[config.mk]
export PLATFORM = sky130hd
export DESIGN_NAME = multi_hot_grant_sequencer
export DESIGN_NICKNAME = d
export VERILOG_FILES = /design/src/rtl/multi_hot_grant_sequencer.sv
export SDC_FILE = /design/constraint.sdc
export NUM_CORES = 1
export LEC_CHECK = 0
export BUFFER_PORTS_ARGS = -buffer_cell sky130_fd_sc_hd__buf_2
export CAP_MARGIN = 20
export CELL_PAD_IN_SITES_DETAIL_PLACEMENT = 0
export CELL_PAD_IN_SITES_GLOBAL_PLACEMENT = 1
export CORE_ASPECT_RATIO = 0.8
export CORE_UTILIZATION = 41
export CTS_BUF_LIST = sky130_fd_sc_hd__clkbuf_4 sky130_fd_sc_hd__clkbuf_8
export DETAILED_ROUTE_END_ITERATION = 8
export PLACE_DENSITY = 0.79
export RECOVER_POWER = 100
export SLEW_MARGIN = 30
export SYNTH_ARGS = -nofsm -noshare
export SYNTH_HDL_FRONTEND = slang
export SYNTH_SLANG_ARGS = --single-unit
[constraint.sdc]
create_clock -name clk -period 4.1 [get_ports clk]
set_clock_uncertainty 0.2 [all_clocks]
set_input_delay 0.205 -clock clk [delete_from_list [all_inputs] [get_ports clk]]
set_output_delay 0.205 -clock clk [all_outputs]
set_load 0.05 [all_outputs]
[src/rtl/multi_hot_grant_sequencer.sv]
// Sticky multi-hot request collector that emits pending channels one at a time
// as a one-hot grant plus index over valid/ready, in fixed or round-robin order.
module multi_hot_grant_sequencer #(
    parameter int WIDTH = 8,
    parameter int IDX_W = $clog2(WIDTH),
    parameter int CNT_W = 8
) (
    input  logic             clk,
    input  logic             rst_n,
    input  logic             mode,
    input  logic             flush,
    input  logic [WIDTH-1:0] req_in,
    input  logic             out_ready,
    output logic             out_valid,
    output logic [WIDTH-1:0] out_onehot,
    output logic [IDX_W-1:0] out_index,
    output logic             busy,
    output logic [CNT_W-1:0] collision_cnt
);

    logic [WIDTH-1:0] pending;
    logic [IDX_W-1:0] ptr;
    logic [WIDTH-1:0] cand;
    logic             load;
    logic             sel_found;
    logic [IDX_W-1:0] sel_idx;
    logic [IDX_W-1:0] rr_idx;
    logic [WIDTH-1:0] sel_oh;
    logic             coll_hit;

    assign cand = pending | req_in;
    assign load = ~out_valid | out_ready;

    // Later loop iterations override earlier ones, so each loop ends on the
    // highest-priority candidate: bit WIDTH-1 for fixed, ptr-1 for round-robin.
    always_comb begin
        sel_found = 1'b0;
        sel_idx   = '0;
        rr_idx    = '0;
        if (!mode) begin
            for (int i = 0; i < WIDTH; i++) begin
                if (cand[i]) begin
                    sel_found = 1'b1;
                    sel_idx   = IDX_W'(i);
                end
            end
        end else begin
            for (int k = WIDTH; k >= 1; k--) begin
                rr_idx = IDX_W'((int'(ptr) - k + WIDTH) % WIDTH);
                if (cand[rr_idx]) begin
                    sel_found = 1'b1;
                    sel_idx   = rr_idx;
                end
            end
        end
    end

    assign sel_oh = sel_found ? (WIDTH'(1) << sel_idx) : '0;

    // A request matching a grant that is still stalled is merged into it (lost),
    // which is why it counts as a collision and is not re-queued below.
    assign coll_hit = load ? |(req_in & pending & ~sel_oh)
                           : |(req_in & (pending | out_onehot));

    always_ff @(posedge clk or negedge rst_n) begin
        if (!rst_n) begin
            pending       <= '0;
            ptr           <= IDX_W'(WIDTH - 1);
            out_valid     <= 1'b0;
            out_onehot    <= '0;
            out_index     <= '0;
            collision_cnt <= '0;
        end else if (flush) begin
            pending    <= '0;
            out_valid  <= 1'b0;
            out_onehot <= '0;
        end else begin
            if (load) begin
                pending    <= cand & ~sel_oh;
                out_valid  <= sel_found;
                out_onehot <= sel_oh;
                if (sel_found) begin
                    out_index <= sel_idx;
                    ptr       <= sel_idx;
                end
            end else begin
                pending <= pending | (req_in & ~out_onehot);
            end
            if (coll_hit && (collision_cnt != '1)) begin
                collision_cnt <= collision_cnt + 1'b1;
            end
        end
    end

    assign busy = (|pending) | out_valid;

endmodule

=== After elaboration in Yosys (flattened, before gate mapping) ===
Cells that the tools add are included.

* Register bits: 31
* Bits of input ports: 13
* Output and inout port bits: 21
* Word-level logic and storage cells: 111

* Add/subtract/negate cells: 17
* Magnitude comparators: 8
* Eq/ne operators: 1
* Shift-type cells: 1
* Multiplexer cells: 57
* Bitwise operators: 14
* Reductions and logical operators: 7

{| class="wikitable"
|+ Operators with widths
! operator !! number
|-
| two-way mux 3 bit || 15
|-
| AND 8 bit || 5
|-
| two-way mux 8 bit || 5
|-
| < comparator 3 x 4 -> 1 bit, second input constant || 8
|-
| two-way mux 1 bit || 29
|-
| adder 3 x 1 -> 3 bit, second input constant || 8
|-
| binary-select mux 1 bit (select 3 bit) || 8
|-
| bitwise OR 8 bit || 3
|-
| OR reduction 8 bit || 3
|-
| NOT 8 bit || 2
|-
| subtractor 3 bit, second input constant || 4
|-
| adder 8 x 1 -> 8 bit, second input constant || 1
|-
| inequality test 8 bit, second input constant || 1
|-
| left shift 1 x 3 -> 8 bit, first input constant || 1
|-
| subtractor 3 x 1 -> 3 bit, second input constant || 2
|-
| subtractor 3 x 2 -> 3 bit, second input constant || 2
|-
| AND reduction 3 bit || 1
|-
| NOT 1 bit || 2
|-
| bitwise OR 1 bit || 2
|-
| AND reduction 2 bit || 1
|-
| nonzero test 2 bit || 1
|-
| logical AND 1 bit || 1
|}

=== Longest topological paths before layout ===
* Word-level depth: 21
* Gate-level depth with buffers: 15
* Gate-level depth less buffers: 13

=== Worst setup path before layout ===
OpenSTA, ideal clock, no wires.

* Path kind: register to register
* From: register ptr[0]
* To: register collision_cnt[1]
* Library setup time: 0.125 ns
* Data arrival time: 3.787 ns
* Required time: 3.775 ns
* Path slack: -0.012 ns
* Cell stages (with the launch flop): 15
* Buffers on the path: 1
* Period minus slack after synthesis: 4.112 ns
* Cell sequence: dfstp_2 > inv_2 > ha_1 > buf_2 > inv_2 > mux4_2 > a211oi_1 > o311a_1 > nor3_1 > o31a_1 > o21ai_1 > nor3b_1 > o32ai_4 > o21bai_2 > mux2_4

* Longest elaborated chain between the ends: 21
* Elaborated cells on any way between the ends: 58
* Those cells by class: add/sub: 16; shift: 1; mux: 36; bitwise: 2; reduce/logical: 3

{| class="wikitable"
|+ Ends and longest elaborated chain
! item !! line !! RTL
|-
| start: declaration || 22 || <nowiki>logic [IDX_W-1:0] ptr;</nowiki>
|-
| start signal: assignment || 68 || <nowiki>ptr <= IDX_W'(WIDTH - 1);</nowiki>
|-
| start signal: assignment || 84 || <nowiki>ptr <= sel_idx;</nowiki>
|-
| subtractor 3 x 1 -> 3 bit || 49 || <nowiki>rr_idx = IDX_W'((int'(ptr) - k + WIDTH) % WIDTH);</nowiki>
|-
| adder 3 x 1 -> 3 bit || 49 ||
|-
| binary-select mux 1 bit (select 3 bit) || 50 || <nowiki>if (cand[rr_idx]) begin</nowiki>
|-
| two-way mux 1 bit (implied by the code) || 50 ||
|-
| two-way mux 3 bit (8 in series) || 50 ||
|-
| two-way mux 3 bit || 40 || <nowiki>if (!mode) begin</nowiki>
|-
| left shift 1 x 3 -> 8 bit || 58 || <nowiki>assign sel_oh = sel_found ? (WIDTH'(1) << sel_idx) : '0;</nowiki>
|-
| two-way mux 8 bit (*) || 58 ||
|-
| NOT 8 bit (*) || 62 || <nowiki>assign coll_hit = load ? |(req_in & pending & ~sel_oh)</nowiki>
|-
| AND 8 bit (*) || 62 ||
|-
| OR reduction 8 bit (*) || 62 ||
|-
| two-way mux 1 bit (*) || 62 ||
|-
| logical AND 1 bit (*) || 89 || <nowiki>if (coll_hit && (collision_cnt != '1)) begin</nowiki>
|-
| AND reduction 2 bit (no line) (*) || - ||
|-
| end signal: assignment || 90 || <nowiki>collision_cnt <= collision_cnt + 1'b1;</nowiki>
|-
| end: declaration || 18 || <nowiki>output logic [CNT_W-1:0] collision_cnt</nowiki>
|}

Every way passes the cells marked *; elsewhere a longest branch is shown, timed or not. The select of a mux whose other input is x is not followed.
A chain may end at the register's enable or synchronous reset.

=== Worst setup path in the final report ===
Same ends and word-level chain as after synthesis.

==> impl_results.md <==
- Status: finished with violations
- Failing checks: max-capacitance violations, max-slew violations
- Worst-path maximum fanout: 7
- Final Critical Period: 4000 ps
- Post-synth top area cell: dfrtp_1
- Synth top area cells: dfrtp_1 26%, mux4_2 9.0%, nor2_1 5.1%
- TritonCTS clock tree: built
- Worst slew margin: -13.7%
- Slew @ Worst Pin: 1710 ps
- Core ar.: 0.00641 mm²
- I/O pin count: 34
- Dpl ws: 16.1 ps
- Min-Delay Path Class: in2reg
- Placed Instances: 467
- Final worst setup slack: 100 ps
- End of the worst register-to-register path: collision_cnt[1]$_DFFE_PN0P_
- Via count: 2983
- Pwr Total: 3.43 mW
- Flop-to-flop setup slack: 100 ps
- Row cnt: 26
- Ant. Diodes: 0
- Slowest stage cell on the critical path: dfstp_2
- First DRT Iteration DRCs: 253
- Post-synth cell types: 63
- Crit path largest cell delay: 590 ps
- Arr. time, crit path: 3970 ps
- Layout area overhead: 25.8%
- Post-Syn Area per Cell: 8.54 µm²
- Register area share after synthesis: 28.4%
- Post-layout util: 53.8%
- Residual DRC count: 0
- Layout Nets: 407
- CP endpoint kind: flip-flop
- Setup Total Neg Slack: 0 ps
- Power per cell area: 995 mW/mm²
- Count of pins over their slew limit: 32
- Global-route wire length before repair: 14600 µm
- Post-synth top area share: 25.6%
- Die area: 0.00702 mm²
- CTS root buf: clkbuf_8
- Required time worst endpoint: 4070 ps
- Setup crit start: ptr[0]$_DFFE_PN1P_
- Max clock buf depth: 2
- Die H: 75.1 µm
- Maxcap violations: 1
- Post-Syn Instances: 321
- Vias in the first global route: 2742
- Fill count: 615
- Synthesized area: 0.00274 mm²
- Post-CTS setup repair buffer count: 0
- Layout cells sized above 1: 27.6%
- CTS Buf Count: 5
- # setup viols final: 0
- Synth warn: 0
- CTS H-tree lvls: 2
- Finished Layout Cells: 476
- FMAX: 250 MHz
- Fin crit share: 97.6%
- Leakage power: 1.40 nW
- Total gr overflow: 0
- Post-synth EDFFs: 0
- Starting Density: 42.8%
- Register area: 779 µm²
- Peak VDD IR: 0.340 mV
- Clock sinks: 31
- Cell breakdown of the critical path: inv_2 > ha_2 > inv_2 > buf_4 > mux4_2 > a221o_1 > a211oi_1 > a21oi_2 > nand2_2 > mux2_4 > and4_4 > o32ai_4 > o21bai_2 > mux2_4
- Initial antenna violation count: 0
- CP Capture Point: collision_cnt[1]$_DFFE_PN0P_
- DR pass1 iterations: 5
- Antenna-violating nets left: 0
- Multi-input logic area: 0.00195 mm²
- Syn Nets: 337
- WS Path Type: reg2reg
- R2R depth: 14
- FF+latch count, synth: 31
- Post-synth ARST share: 100%
- Hold slack final: 91.2 ps
- R2r startpoint: ptr[0]$_DFFE_PN1P_
- Die width: 93.4 µm
- IO Port Bufs: 33
- All-Layer GR Usage: 27.5%
- Clock Pin Slew Worst Setup and Hold Paths: 70 ps
- DP Wirelength: 6900 µm
- Post-Route WL: 9200 µm
- DR vias/cell: 6.27
- Fin area: 0.00345 mm²
- WL/cell: 19.3 µm
- Placed cell area: 0.00326 mm²
- Maximum number of pins on one net before global-route repair: 32
- Startpoint class of the critical path: flip-flop
- RD Place Congestion: 0.973
- Worst skew pair latency: 290 ps
- Final Hold Fails: 0
- Ys flop type: dfrtp_1
-- layout by cell type, fill, tap and decap left out, drive strengths merged, types with 3 or more instances in the layout --
master	instances
ha	3
buf	51
dfstp	3
nand3	11
a221oi	3
o21ai	27
nor4b	4
a22o	4
nand2	26
and2	3
nand2b	4
o211ai	3
nor3	21
a211oi	7
a21o	3
nor3b	5
and3	3
inv	11
o31ai	4
nand4	3
a2111oi	3
nor2	37
or3	3
nor4	5
or2	8
clkbuf	29
xor2	3
mux2	4
a21oi	18
mux2i	6
mux4	11
dfrtp	28
xnor2	8
-- routing by layer --
| layer | wire (µm) | global-route usage, % |
|---|---|---|
| met3 | 860 | 7.68 |
| met1 | 4280 | 40.5 |
| met2 | 3940 | 40.0 |
| met5 | 0 | 0 |
| met4 | 114 | 6.32 |
-- power breakdown --
part	switching, mW	internal (mW)	total [mW]
logic	1.47	1.09	2.56
clock network	0.121	0.197	0.318
registers	0.137	0.418	0.556
-- critical path: cells and delay by family (launching register included) --
| kind | cells | cell delay [ps] |
|---|---|---|
| AOI/OAI and AO/OA | 5 | 1240 |
| DFF | 1 | 590 |
| and+or+nand+nor | 2 | 290 |
| adders and majority gates | 1 | 300 |
| muxes | 3 | 970 |
| buffers and inverters | 3 | 280 |
-- flip-flops by register name, summed over array words and instances, names as in the netlist --
register       count
collision_cnt      8
out_index          3
out_onehot         8
out_valid          1
pending            8
ptr                3
-- Yosys cell counts, types with 3 or more instances --
cell type / n
a2111oi_0: 3
a211oi_1: 7
a21o_1: 3
a21oi_1: 17
a221oi_1: 3
a22o_1: 4
and2_1: 3
and3_1: 3
buf_2: 6
clkbuf_1: 5
dfrtp_1: 28
dfstp_2: 3
ha_1: 3
inv_1: 9
mux2i_1: 6
mux4_2: 11
nand2_1: 25
nand2b_1: 4
nand3_1: 11
nand4_1: 3
nor2_1: 37
nor3_1: 21
nor3b_1: 5
nor4_1: 5
nor4b_1: 4
o211ai_1: 3
o21ai_0: 26
o31ai_1: 3
or2_2: 7
or3_1: 3
xnor2_1: 8
xor2_1: 3
-- cell type report --
class / count / area share [%]
clock buffers: 6 / 2.39
clock inverters: 2 / 1.02
inverters: 11 / 1.20
multi-input cells: 267 / 56.4
flip-flops and latches: 31 / 22.6
well taps: 84 / 3.05
repair buffers: 75 / 13.3
-- timing repair --
item | 4_1_cts | 5_1_grt
hold buffers | 1 | 0
resized for setup | 1 | 21
setup endpoints to repair | 1 | 10
endpoints found under the hold margin | 28 | 0
pin swaps | 0 | 1
-- how the worst min path moves through the flow --
stage                     slack, ps  cells past startpoint  startpoint                           end
after floorplan                -290                      0       rst_n  collision_cnt[0]$_DFFE_PN0P_
after global placement           90                      1       rst_n  collision_cnt[5]$_DFFE_PN0P_
after detailed placement        100                      1       rst_n  collision_cnt[0]$_DFFE_PN0P_
after CTS                        80                      3   req_in[5]          pending[5]$_DFF_PN0_
after global routing            100                      3   req_in[5]          pending[5]$_DFF_PN0_
final                            90                      2       flush          pending[2]$_DFF_PN0_
-- kinds of logic (layout without fill, tap and decap cells) --
logic type | count (synthesis) | in the layout | synth area share, %
AO/OA/AOI/OAI | 94 | 94 | 24.4
XOR/XNOR | 11 | 11 | 3.52
adder cells (fa/ha/maj) | 3 | 3 | 1.37
buffers and inverters | 23 | 94 | 3.70
flip-flops | 31 | 31 | 28.4
multiplexers | 21 | 21 | 13.2
AND/OR/NAND/NOR | 138 | 138 | 25.4
(Power assumes the default switching activity.)
